### src/rtl/spi_xfer_arbiter.sv
// Round-robin arbiter and sequencer sharing one spi_top master between NUM_REQ
// requesters; runs one tx/rx/full-duplex transfer at a time and returns status.
module spi_xfer_arbiter #(
    parameter int NUM_REQ        = 4,
    parameter int SPI_TRF_BIT    = 8,
    parameter int GAP_CYCLES     = 4,
    parameter int TIMEOUT_CYCLES = 4096
) (
    input  logic                           clk,
    input  logic                           rst,
    input  logic [NUM_REQ-1:0]             req_valid,
    input  logic [2*NUM_REQ-1:0]           req_mode,
    input  logic [NUM_REQ*SPI_TRF_BIT-1:0] req_wdata,
    output logic [NUM_REQ-1:0]             req_ready,
    output logic [NUM_REQ-1:0]             rsp_valid,
    output logic [SPI_TRF_BIT-1:0]         rsp_rdata,
    output logic                           rsp_err,
    output logic                           busy,
    output logic [1:0]                     spi_req,
    output logic [SPI_TRF_BIT-1:0]         spi_din,
    input  logic [SPI_TRF_BIT-1:0]         spi_dout,
    input  logic                           spi_done_tx,
    input  logic                           spi_done_rx
);
    localparam int IDX_W = $clog2(NUM_REQ);
    localparam int GAP_W = $clog2(GAP_CYCLES + 1);
    localparam int TO_W  = $clog2(TIMEOUT_CYCLES);
    localparam logic [NUM_REQ-1:0] REQ_LSB = {{(NUM_REQ-1){1'b0}}, 1'b1};

    typedef enum logic [1:0] {
        S_IDLE = 2'd0,
        S_XFER = 2'd1,
        S_RESP = 2'd2,
        S_GAP  = 2'd3
    } state_t;

    state_t                 state_r;
    logic [IDX_W-1:0]       rr_ptr_r;
    logic [IDX_W-1:0]       id_r;
    logic [1:0]             mode_r;
    logic [SPI_TRF_BIT-1:0] rdata_r;
    logic                   tx_seen_r;
    logic                   rx_seen_r;
    logic [TO_W-1:0]        tcnt_r;
    logic [GAP_W-1:0]       gcnt_r;

    logic                   win_found_s;
    logic [IDX_W-1:0]       win_idx_s;
    logic [1:0]             win_mode_s;
    logic [SPI_TRF_BIT-1:0] win_wdata_s;
    logic                   tx_done_s;
    logic                   rx_done_s;
    logic                   xfer_done_s;
    logic                   timeout_s;

    // Two-pass cyclic search: indices at/after rr_ptr first, then wrap to the lowest valid
    always_comb begin
        win_found_s = 1'b0;
        win_idx_s   = '0;
        win_mode_s  = 2'd0;
        win_wdata_s = '0;
        for (int j = 0; j < 2 * NUM_REQ; j++) begin
            if (!win_found_s && req_valid[j % NUM_REQ] &&
                ((j >= NUM_REQ) || (IDX_W'(j) >= rr_ptr_r))) begin
                win_found_s = 1'b1;
                win_idx_s   = IDX_W'(j % NUM_REQ);
                win_mode_s  = req_mode[2*(j % NUM_REQ) +: 2];
                win_wdata_s = req_wdata[(j % NUM_REQ)*SPI_TRF_BIT +: SPI_TRF_BIT];
            end else begin
                win_found_s = win_found_s;
            end
        end
    end

    // Accept strobe is combinational so the grant lands in the request cycle
    always_comb begin
        req_ready = '0;
        if (rst && (state_r == S_IDLE) && win_found_s) begin
            req_ready[win_idx_s] = 1'b1;
        end else begin
            req_ready = '0;
        end
    end

    assign tx_done_s = tx_seen_r | spi_done_tx;
    assign rx_done_s = rx_seen_r | spi_done_rx;
    assign timeout_s = (tcnt_r == TO_W'(TIMEOUT_CYCLES - 1));

    // Completion condition per transfer mode
    always_comb begin
        case (mode_r)
            2'd1:    xfer_done_s = tx_done_s;
            2'd2:    xfer_done_s = rx_done_s;
            2'd3:    xfer_done_s = tx_done_s & rx_done_s;
            default: xfer_done_s = 1'b0;
        endcase
    end

    // Sequencer FSM with all outputs registered
    always_ff @(posedge clk or negedge rst) begin
        if (!rst) begin
            state_r   <= S_IDLE;
            rr_ptr_r  <= '0;
            id_r      <= '0;
            mode_r    <= 2'd0;
            rdata_r   <= '0;
            tx_seen_r <= 1'b0;
            rx_seen_r <= 1'b0;
            tcnt_r    <= '0;
            gcnt_r    <= '0;
            rsp_valid <= '0;
            rsp_rdata <= '0;
            rsp_err   <= 1'b0;
            busy      <= 1'b0;
            spi_req   <= 2'd0;
            spi_din   <= '0;
        end else begin
            case (state_r)
                S_IDLE: begin
                    if (win_found_s) begin
                        id_r     <= win_idx_s;
                        mode_r   <= win_mode_s;
                        rr_ptr_r <= (win_idx_s == IDX_W'(NUM_REQ - 1)) ? '0 : win_idx_s + 1'b1;
                        busy     <= 1'b1;
                        if (win_mode_s == 2'd0) begin
                            state_r   <= S_RESP;
                            rsp_valid <= REQ_LSB << win_idx_s;
                            rsp_err   <= 1'b1;
                            rsp_rdata <= '0;
                        end else begin
                            state_r   <= S_XFER;
                            spi_req   <= win_mode_s;
                            spi_din   <= win_wdata_s;
                            tx_seen_r <= 1'b0;
                            rx_seen_r <= 1'b0;
                            tcnt_r    <= '0;
                        end
                    end else begin
                        busy <= 1'b0;
                    end
                end
                S_XFER: begin
                    if (spi_done_tx) begin
                        tx_seen_r <= 1'b1;
                    end
                    if (spi_done_rx) begin
                        rx_seen_r <= 1'b1;
                        rdata_r   <= spi_dout;
                    end
                    // A done arriving on the final timeout cycle still counts as success
                    if (xfer_done_s) begin
                        state_r   <= S_RESP;
                        rsp_valid <= REQ_LSB << id_r;
                        rsp_err   <= 1'b0;
                        rsp_rdata <= (mode_r == 2'd1) ? '0 : (spi_done_rx ? spi_dout : rdata_r);
                        spi_req   <= 2'd0;
                    end else if (timeout_s) begin
                        state_r   <= S_RESP;
                        rsp_valid <= REQ_LSB << id_r;
                        rsp_err   <= 1'b1;
                        rsp_rdata <= '0;
                        spi_req   <= 2'd0;
                    end else begin
                        tcnt_r <= tcnt_r + 1'b1;
                    end
                end
                S_RESP: begin
                    rsp_valid <= '0;
                    gcnt_r    <= '0;
                    state_r   <= S_GAP;
                end
                S_GAP: begin
                    if (gcnt_r == GAP_W'(GAP_CYCLES - 1)) begin
                        state_r <= S_IDLE;
                        busy    <= 1'b0;
                    end else begin
                        gcnt_r <= gcnt_r + 1'b1;
                    end
                end
                default: begin
                    state_r <= S_IDLE;
                    busy    <= 1'b0;
                    spi_req <= 2'd0;
                end
            endcase
        end
    end

endmodule

### config.mk
export PLATFORM = sky130hd
export DESIGN_NAME = spi_xfer_arbiter
export DESIGN_NICKNAME = d
export VERILOG_FILES = /design/src/rtl/spi_xfer_arbiter.sv
export SDC_FILE = /design/constraint.sdc
export NUM_CORES = 1
export LEC_CHECK = 0
export ABC_AREA = 1
export BUFFER_PORTS_ARGS = -buffer_cell sky130_fd_sc_hd__buf_2
export CAP_MARGIN = 20
export CORE_MARGIN = 2
export CORE_UTILIZATION = 38
export CTS_BUF_LIST = sky130_fd_sc_hd__clkbuf_4 sky130_fd_sc_hd__clkbuf_8
export DETAILED_ROUTE_END_ITERATION = 16
export GPL_TIMING_DRIVEN = 0
export HOLD_SLACK_MARGIN = 0.03
export PLACE_DENSITY = 0.67
export SETUP_SLACK_MARGIN = 0.5
export SLEW_MARGIN = 10
export SYNTH_ARGS = -nofsm -noshare
export SYNTH_HDL_FRONTEND = slang
export SYNTH_SLANG_ARGS = --single-unit
### constraint.sdc
create_clock -name clk -period 2.2 [get_ports clk]
set_input_delay 0.22 -clock clk [delete_from_list [all_inputs] [get_ports clk]]
set_output_delay 0.22 -clock clk [all_outputs]
set_load 0.03 [all_outputs]
==> results of run 1 <==
## per-stage QoR
| stage | hold slack, ps | power (W) | instances | utilization (%) |
|---|---|---|---|---|
| floorplan | -75.59 | 0.004010 | 506 | - |
| global placement | 451.0 | 0.004751 | 717 | 46.55 |
| detailed placement | 342.7 | 0.004837 | 717 | 46.58 |
| CTS | -11.78 | 0.006637 | 764 | 54.03 |
| global route | -39.55 | 0.007564 | 777 | 56.27 |
| finish | -92.96 | 0.007079 | 777 | 56.27 |
## placed cells by master, fill, tap and decap left out, types with 6 or more instances in the layout
cell / instances
buf_6: 26
nand3_2: 6
nor2_1: 30
nand4_1: 19
o21ai_0: 23
nand2_1: 133
inv_2: 7
o21ai_1: 11
clkbuf_8: 9
nand3_1: 42
inv_1: 45
nor3_1: 7
nand2_2: 13
buf_2: 78
a21oi_1: 27
ha_1: 7
nor2_4: 12
dfrtp_1: 57
nand2_4: 7
buf_4: 24
## per-layer routing
| layer | wire length, microns | share of wire, % | vias to the layer above | track usage [%] |
|---|---|---|---|---|
| met2 | 5244 | 49 | 148 | 34.51 |
| met4 | 235 | 2.2 | 0 | 8.000 |
| met5 | 0 | 0 | - | 0 |
| met3 | 611 | 5.7 | 23 | 3.146 |
| met1 | 4666 | 43 | 1839 | 25.87 |
| li1 | - | - | 1938 | - |
## flip-flops by register name, indices dropped and copies added, names as in the netlist, 2 cells and up
signal,flops
mode_r,2
rsp_valid,4
gcnt_r,3
rdata_r,8
state_r,2
rsp_rdata,8
spi_din,8
rr_ptr_r,2
tcnt_r,12
spi_req,2
id_r,2
## cells by family after synthesis
| family | after synthesis | share of synthesized area, % |
|---|---|---|
| AOI/OAI and AO/OA | 71 | 10.83 |
| xor gates and xnor gates | 5 | 1.203 |
| adders and majority gates | 11 | 3.780 |
| buffers and inverters | 75 | 8.866 |
| DFF | 57 | 39.18 |
| and+or+nand+nor | 287 | 36.15 |
## power groups by stage
stage	clock network (W)	logic, W	registers, W
2_1_floorplan	0	0.00211	0.00190
3_3_place_gp	0	0.00314	0.00161
3_5_place_dp	0	0.00322	0.00162
4_1_cts	0.000988	0.00404	0.00161
5_1_grt	0.00103	0.00488	0.00165
6_report	0.000973	0.00450	0.00161
## worst max-delay path, cell delays in order, from the launching register on
cell,delay (ps)
dfrtp_1,420
nor2_2,70
nand2_2,90
nand2_4,100
nor3_4,240
nand2_2,110
nand3_4,100
ha_2,170
inv_1,50
nor2_4,100
buf_6,130
## area by class of cell
class | instances | area, sq um | share of cell area, %
tap | 129 | 161.4 | 3.090
clock buffer | 9 | 123.9 | 2.371
buffer | 16 | 137.6 | 2.635
multi-input combinational | 375 | 2168 | 41.51
timing repair buffer | 125 | 888.4 | 17.01
clock inverter | 7 | 71.32 | 1.365
sequential | 57 | 1426 | 27.31
inverter | 59 | 246.5 | 4.719
## worst paths after layout
check                                              start                        to  slack (ps)
max in group asynchronous                            rst  rsp_valid[3]$_DFFE_PN0P_         890
worst max-delay path             rr_ptr_r[1]$_DFFE_PN0P_              req_ready[3]          30
worst max register to register   rr_ptr_r[1]$_DFFE_PN0P_  rsp_valid[2]$_DFFE_PN0P_          70
min in group clk                             spi_dout[1]    rdata_r[1]$_DFFE_PN0P_         150
worst min register to register  rsp_valid[1]$_DFFE_PN0P_  rsp_valid[1]$_DFFE_PN0P_         460
worst min-delay path                                 rst  rsp_rdata[2]$_DFFE_PN0P_         -90
## repair_timing
item / in CTS / in global routing
gates resized for setup: 67 / 33
pin swaps: 22 / 12
buffers inserted: 27 / 11
cloned: 4 / 1
endpoints found under the setup margin: 51 / 55
endpoints found under the hold margin: 57 / 12
==> results.md, run 1 <==
- Status: finished, violations left
- Failing checks: hold timing
- GRT overflow: 0
- Final Max Tran Viols: 0
- Hold_ws: -92.96 ps
- Clock sink count: 57
- Port-buffer cells: 82
- Number of global-route vias before repair: 3699
- Final hold violations: 45
- Core area: 9284 sq um
- Starting Density: 39.22%
- Die Width: 101.9 microns
- Crit path required time: 1980 ps
- GRT Overall Usage: 20.26%
- Power density cells: 1355 nW/um^2
- P_leak: 2.662 nW
- Cell with the most instances after synthesis: nand2_1
- Syn Std Cell Area: 3641 sq um
- Crit Path Category: reg -> out
- RSZ-0062 raised after global routing: true
- DR vias/cell: 5.081
- Synth Flop Type: dfrtp_1
- Slew headroom: 57.23%
- Max Root-Sink Buffers: 2
- # DRC: 0
- Clock group share of total power: 13.7%
- Drt wl/cell: 13.84 microns
- VDD IR max: 0.4972 mV
- YS warnings: 0
- Pre-CTS WS: 42.17 ps
- Share of power burned in registers: 22.7%
- Cells after Synth: 506
- Top-area cell type share of the netlist area: 39.18%
- EDFF count, synth: 0
- Synth cell types: 34
- Nets: 710
- Routed wire length: 10.76 mm
- Detailed placer's ending HPWL: 7.122 mm
- Endpoints failing setup: 0
- Total negative setup slack: 0 ps
- Int Power: 0.003771 W
- Layout cell share with drive strength beyond 1: 35.34%
- Combinational share of power: 63.5%
- Crit end category: primary output
- Drt pass-1 iters: 5
- Critical Path Start Type: flop
- Antenna violations before repair: 0
- Sw frac: 46.73%
- Clk slew on worst S/H paths: 70 ps
- Measured slew at the worst slew-check pin: 641.5 ps
- FILL cells: 874
- Sequential area share after synthesis: 39.18%
- Yosys reg bits: 57
- Tmin final: 2167 ps
- Avg Cell Area, Syn: 7.196 sq um
- Number of DRC markers in iteration 0: 217
- Top-Level Pins: 84
- Syn Nets: 573
- GP Congestion: 0.9477
- Worst EP arrival: 1950 ps
- Final instance area: 5224 sq um
- Row count: 35
- Final ANT Viol Nets: 0
- Worst Slack Setup Final: 32.74 ps
- Worst-path fanout max: 5
- Die area: 10380 sq um
- Hold/Removal Path Class: in -> async
- Global-route wire length before repair: 16.70 mm
- Area Overhead vs Synth: 43.47%
- Die Y: 101.9 microns
- DP Area: 4324 sq um
- Largest net degree at the start of global routing: 59
- Htree depth: 3
- Switching pwr: 0.003308 W
- Number of diodes: 0
- Cell count of the worst reg-to-reg path: 14
- Synth cell count leaders: 144 x nand2_1, 57 x dfrtp_1, 54 x inv_1
- TritonCTS clock tree: built
- CTS buffer count: 9
- Top area cells in the synthesized netlist: dfrtp_1 39%, nand2_1 15%, nand3_1 6.7%
- Vias: 3948
- Root Buffer: clkbuf_8
- Worst-skew pair later-pin latency: 340 ps
- Fmax: 0.4614 GHz
- Final period util: 98.51%
- Largest area contributor in the netlist: dfrtp_1
- Async set-reset flop share out of synthesis: 100.0%
- Max-Cap Viols: 0
- Layout Skew: 5.950 ps
Power figures use the tool's default switching activity.
==> run 2, diff against run 1 <==
GPL_TIMING_DRIVEN = 1   (was 0)
SLEW_MARGIN = 20   (was 10)
==> run 2 against run 1 <==
Combinational power decreased by 12%. The run now ends clean. Global-route usage increased by 0.78 points. Clock power decreased by 7.9%. Register-to-register slack improved by 30 ps. Largest cell class unchanged. Setup slack got worse by 3.0 ps. First-iteration DRC count increased by 2.3%.
==> results.md, run 2 (same netlist as run 1, synthesis figures left out) <==
- Critical Path Start Type: flop
- DR vias/cell: 5.072 (-0.17%)
- Final Max Tran Viols: 0 (unchanged)
- Crit Path Category: reg -> out
- Final hold violations: 0 (-100%)
- GRT Overall Usage: 21.04% (+0.78 points)
- Final ANT Viol Nets: 0 (unchanged)
- Core area: 9284 sq um (unchanged)
- Measured slew at the worst slew-check pin: 744.6 ps (+103.1 ps)
- Crit-path cells: nand2_1 > nand2_2 > nand2_4 > nor3_4 > nand2_2 > nand3_4 > ha_2 > inv_1 > nor2_4 > buf_6
- WP buf/inv: 2 (unchanged)
- TritonCTS clock tree: built
- FILL cells: 894 (+2.3%)
- Hold_ws: 149.0 ps (+242.0 ps)
- Nets: 694 (-2.3%)
- Largest register by flop count: tcnt_r
- GRT overflow: 0 (unchanged)
- Die Width: 101.9 microns (unchanged)
- Die Y: 101.9 microns (unchanged)
- Detailed placer's ending HPWL: 7.185 mm (+0.88%)
- Global-route wire length before repair: 17.38 mm (+4.1%)
- Layout Skew: 5.783 ps (-0.1662 ps)
- Tmin final: 2170 ps (+2.951 ps)
- Crit end category: primary output
- DP Area: 4307 sq um (-0.41%)
- CTS buffer count: 9 (unchanged)
- Cts hold-fix bufs: 0
- Vias: 3860 (-2.2%)
- Area Overhead vs Synth: 37.63%
- Row count: 35 (unchanged)
- Layout cell share with drive strength beyond 1: 34.18% (-1.2 points)
- Worst Slack Setup Final: 29.79 ps (-2.951 ps)
- Hold/Removal Path Class: in -> async
- Number of DRC markers in iteration 0: 222 (+2.3%)
- Status: complete, no violations
- Worst-path fanout max: 4 (-1)
- Number of global-route vias before repair: 3760 (+1.6%)
- Commonest cells after routing, fill and taps aside: 134 x nand2_1, 80 x buf_2, 57 x dfrtp_1
- Drt wl/cell: 13.69 microns (-1.1%)
- Antenna violations before repair: 0 (unchanged)
- Root Buffer: clkbuf_8
- Worst-skew pair later-pin latency: 340 ps (about the same)
- Most common cell after layout, fill and taps aside: nand2_1
- Largest net degree at the start of global routing: 58 (-1.7%)
- Power density cells: 1293 nW/um^2 (-4.6%)
- Drt pass-1 iters: 4 (-1)
- GP Congestion: 0.9041 (-4.6%)
- RSZ-0062 raised after global routing: true
- Endpoints failing setup: 0 (unchanged)
- Slew headroom: 50.36% (-6.9 points)
- Port-buffer cells: 83 (+1.2%)
- Htree depth: 3 (unchanged)
- Starting Density: 39.22% (unchanged)
- Die area: 10380 sq um (unchanged)
- VDD IR max: 0.5073 mV (+2.0%)
- Final instance area: 5011 sq um (-4.1%)
- Top cell by count, worst path: nand2_2
- Fmax: 0.4608 GHz (-0.14%)
- # DRC: 0 (unchanged)
- CP peak stage delay: 420 ps (about the same)
- Clk slew on worst S/H paths: 70 ps (about the same)
- Routed wire length: 10.42 mm (-3.2%)
- P_leak: 2.560 nW (-3.8%)
- Final core utilization: 53.98% (-2.3 points)
- Worst EP arrival: 1950 ps (about the same)
- Top-Level Pins: 84 (unchanged)
- Slowest cell on the critical path: dfrtp_1
- Max FFs per register: 12 (unchanged)
- Clock sink count: 57 (unchanged)
- Number of diodes: 0 (unchanged)
- Pre-CTS WS: 62.76 ps (+20.59 ps)
- Crit path required time: 1980 ps (about the same)
- Family with the most delay on the worst path: simple AND/OR/NAND/NOR gates
- Final period util: 98.65% (+0.13 points)
- Max Root-Sink Buffers: 2 (unchanged)
- Max-Cap Viols: 0 (unchanged)
[run 2: changes by cell type in the layout (fill, tap and decap cells not counted), moves of 3 or more]
cell,before,now
buf_4,24,29
nand2_4,7,10
inv_2,7,10
o21ai_0,23,28
buf_6,26,9
clkbuf_1,4,0
o21ai_1,11,7
[run 2: layout make-up]
type | count | area (sq um) | share of cell area, %
multi-input cells | 379 | 2228 | 44.47
flip-flops and latches | 57 | 1426 | 28.46
repair buffers | 121 | 777.0 | 15.51
inverters | 59 | 236.5 | 4.719
well taps | 129 | 161.4 | 3.221
clock buffers | 10 | 137.6 | 2.747
clock inverters | 6 | 43.79 | 0.8739
[run 2: through the flow]
step           cells  power [W]  setup TNS, ps
3_3_place_gp     714   0.004684              0
3_5_place_dp     714   0.004760              0
4_1_cts          755   0.006329              0
2_1_floorplan    506   0.004010              0
5_1_grt          761   0.006986         -183.8
6_report         761   0.006480              0
[run 2: path summary, 6_finish.rpt]
| kind | endpoint | cells after the start | startpoint | slack (ps) |
|---|---|---|---|---|
| setup / recovery | req_ready[3] | 10 | rr_ptr_r[1]$_DFFE_PN0P_ | 30 |
| hold / removal | rdata_r[7]$_DFFE_PN0P_ | 2 | rst | 150 |
| setup reg to reg | tcnt_r[11]$_DFFE_PN0P_ | 14 | rr_ptr_r[1]$_DFFE_PN0P_ | 100 |
| hold reg to reg | rsp_rdata[7]$_DFFE_PN0P_ | 2 | rsp_rdata[7]$_DFFE_PN0P_ | 480 |
| max in group asynchronous | tcnt_r[8]$_DFFE_PN0P_ | 2 | rst | 1560 |
| min in group clk | rdata_r[1]$_DFFE_PN0P_ | 3 | spi_dout[1] | 160 |
[run 2: routing by layer]
metal | wire length, microns | GRT usage [%] | vias to the layer above
met5 | 0 | 0 | -
met4 | 171 | 7.692 | 0
met3 | 719 | 3.488 | 16
met2 | 4871 | 35.02 | 154
met1 | 4653 | 27.69 | 1780
li1 | - | - | 1910
[run 2: report_power, final]
group	total (W)	internal, W	switching, W
Clock	0.000896	0.000438	0.000459
Sequential	0.00163	0.00142	0.000214
Combinational	0.00395	0.00141	0.00254
Total	0.00648	0.00326	0.00322
[run 2: repair_timing]
action,4_1_cts,5_1_grt
resized for setup,56,13
endpoints found under the setup margin,48,57
pin swaps,21,14
buffers inserted,18,6
cloned,7,0
==> run 3, diff against run 2 <==
CTS_BUF_LIST = default   (was sky130_fd_sc_hd__clkbuf_4 sky130_fd_sc_hd__clkbuf_8)
GPL_TIMING_DRIVEN = 0   (was 1)
clock period = 2.6 ns   (was 2.2 ns; I/O delays follow)
==> run 3 against run 2 <==
The run now ends with hold timing left. Critical path depth increased by 1. Register-to-register slack improved by 400 ps. Global-route usage decreased by 0.17 points. Non-clock buffer count increased by 11. Highest routed layer unchanged.
==> results.md, run 3 (same netlist as run 1, synthesis figures left out) <==
- Max Root-Sink Buffers: 2 (unchanged)
- Largest net degree at the start of global routing: 50 (-14%)
- Final core utilization: 53.60% (-0.38 points)
- CTS buffer count: 9 (unchanged)
- P_leak: 2.575 nW (+0.57%)
- Layout Skew: 7.949 ps (+2.166 ps)
- Commonest cells after routing, fill and taps aside: 134 x nand2_1, 80 x buf_2, 55 x dfrtp_1
- Die Y: 101.9 microns (unchanged)
- Clk slew on worst S/H paths: 70 ps (about the same)
- Crit end category: primary output
- Status: finished, violations left
- Met1 Use GR: 25.85% (-1.8 points)
- Crit path required time: 2340 ps (+360 ps)
- DR vias/cell: 5.095 (+0.45%)
- Final Max Tran Viols: 0 (unchanged)
- Design Power: 0.005464 W (-16%)
- Vias: 3903 (+1.1%)
- Port-buffer cells: 82 (-1.2%)
- Met3 global-route usage: 4.104% (+0.62 points)
- Die Width: 101.9 microns (unchanged)
- Final period util: 84.90%
- Routed wire length: 10.49 mm (+0.67%)
- Worst-skew pair later-pin latency: 340 ps (about the same)
- Hold_ws: -46.78 ps (-195.8 ps)
- FILL cells: 911 (+1.9%)
- Drt wl/cell: 13.69 microns (about the same)
- Switching pwr: 0.002595 W (-19%)
- Row count: 35 (unchanged)
- Hold/Removal Path Class: in -> async
- Failing checks: hold timing
- Combinational share of power: 60.5% (-0.5 points)
- Starting Density: 39.22% (unchanged)
- Die area: 10380 sq um (unchanged)
- Htree depth: 3 (unchanged)
- Worst EP arrival: 1950 ps (about the same)
- VDD IR max: 0.4170 mV (-18%)
- Worst-path fanout max: 4 (unchanged)
- GRT Overall Usage: 20.87% (-0.17 points)
- Tmin final: 2207 ps
- Fmax: 0.4530 GHz
- Global-route wire length before repair: 17.19 mm (-1.1%)
- Number of diodes: 0 (unchanged)
- Power density cells: 1098 nW/um^2 (-15%)
- TritonCTS clock tree: built
- GP Congestion: 0.8491 (-6.1%)
- Largest register by flop count: tcnt_r
- Area Overhead vs Synth: 36.67%
- Top-Level Pins: 84 (unchanged)
- Drt pass-1 iters: 5 (+1)
- Multi-input gate area: 2123 sq um (-4.7%)
- Crit Path Category: reg -> out
- Detailed placer's ending HPWL: 7.177 mm (-0.10%)
- Layout cell share with drive strength beyond 1: 33.59% (-0.58 points)
- Clock sink count: 57 (unchanged)
- Core area: 9284 sq um (unchanged)
- Cts hold-fix bufs: 1 (+1)
- # DRC: 0 (unchanged)
- GRT overflow: 0 (unchanged)
- Total negative setup slack: 0 ps (unchanged)
- RSZ-0062 raised after global routing: true
- Nets: 700 (+0.86%)
- Root Buffer: clkbuf_8
- Final hold violations: 47 (+47)
- Slew headroom: 55.18% (+4.8 points)
- Number of DRC markers in iteration 0: 202 (-9.0%)
- Number of global-route vias before repair: 3800 (+1.1%)
- Register area: 1429 sq um (+0.18%)
- Share of power burned in registers: 25.3% (about the same)
- Int Power: 0.002869 W (-12%)
- Sw frac: 47.49% (-2.1 points)
- Final ANT Viol Nets: 0 (unchanged)
- Measured slew at the worst slew-check pin: 672.3 ps (-72.24 ps)
- Grt met2 use: 35.88% (+0.86 points)
- Critical Path Start Type: flop
- Endpoints failing setup: 0 (unchanged)
- Antenna violations before repair: 0 (unchanged)
- Max-Cap Viols: 0 (unchanged)
- Most common cell after layout, fill and taps aside: nand2_1
- Clock group share of total power: 14.2% (+0.4 points)
- GR peak layer: met2
- Max FFs per register: 12 (unchanged)
[run 3: metrics by stage]
step	cell area [sq um]	std cells	setup WS (ps)	hold slack (ps)
finish	4976	766	392.6	-46.78
global placement	4213	717	351.6	451.5
floorplan	3641	506	566.2	-35.59
global route	4976	766	316.0	-1.120
detailed placement	4215	717	310.8	375.4
CTS	4776	757	419.5	-20.73
[run 3: worst paths after layout]
check | start | to | slack [ps] | cells after the start
setup / recovery | rr_ptr_r[1]$_DFFE_PN0P_ | req_ready[2] | 390 | 11
hold / removal | rst | rdata_r[3]$_DFFE_PN0P_ | -50 | 1
setup reg to reg | rr_ptr_r[1]$_DFFE_PN0P_ | rsp_valid[1]$_DFFE_PN0P_ | 500 | 15
hold reg to reg | rsp_err$_DFFE_PN0P_ | rsp_err$_DFFE_PN0P_ | 470 | 2
max in group asynchronous | rst | rsp_rdata[2]$_DFFE_PN0P_ | 1210 | 2
min in group clk | req_wdata[21] | spi_din[5]$_DFFE_PN0P_ | 200 | 3
[run 3: final cells by class]
cell class / count / share of cell area [%]
well taps: 129 / 3.244
inverters: 59 / 4.928
flip-flops and latches: 57 / 28.72
plain buffers: 16 / 2.716
multi-input cells: 374 / 42.67
repair buffers: 116 / 14.11
clock buffers: 12 / 3.319
clock inverters: 3 / 0.3017
[run 3: repair_timing]
item / CTS / global route
endpoints found under the setup margin: 26 / 49
gates cloned: 1 / 0
resized for setup: 51 / 44
buffers inserted: 23 / 9
hold endpoints to repair: 10 / 47
pin swaps: 15 / 17
[run 3: power by group through the flow]
| stage | combinational (W) | sequential, W | clock [W] |
|---|---|---|---|
| global route | 0.00367 | 0.00142 | 0.000822 |
| floorplan | 0.00169 | 0.00161 | 0 |
| global placement | 0.00256 | 0.00136 | 0 |
| finish | 0.00331 | 0.00138 | 0.000774 |
| CTS | 0.00305 | 0.00137 | 0.000776 |
| detailed placement | 0.00262 | 0.00137 | 0 |
[run 3: worst max-delay path: stages, from the launching register on]
cell and delay (ps):
dfrtp_2 460, nand2_2 90, nand2_4 100, nand2_4 70, nor3_4 210, nand2_2 110
nand3_4 120, inv_4 70, ha_4 150, inv_2 30, nor2_1 30, buf_4 160
[run 3: routing by layer]
metal / wire length (microns) / vias up
li1: - / 1901
met1: 4529 / 1845
met2: 5060 / 134
met3: 637 / 23
met4: 258 / 0
met5: 0 / -
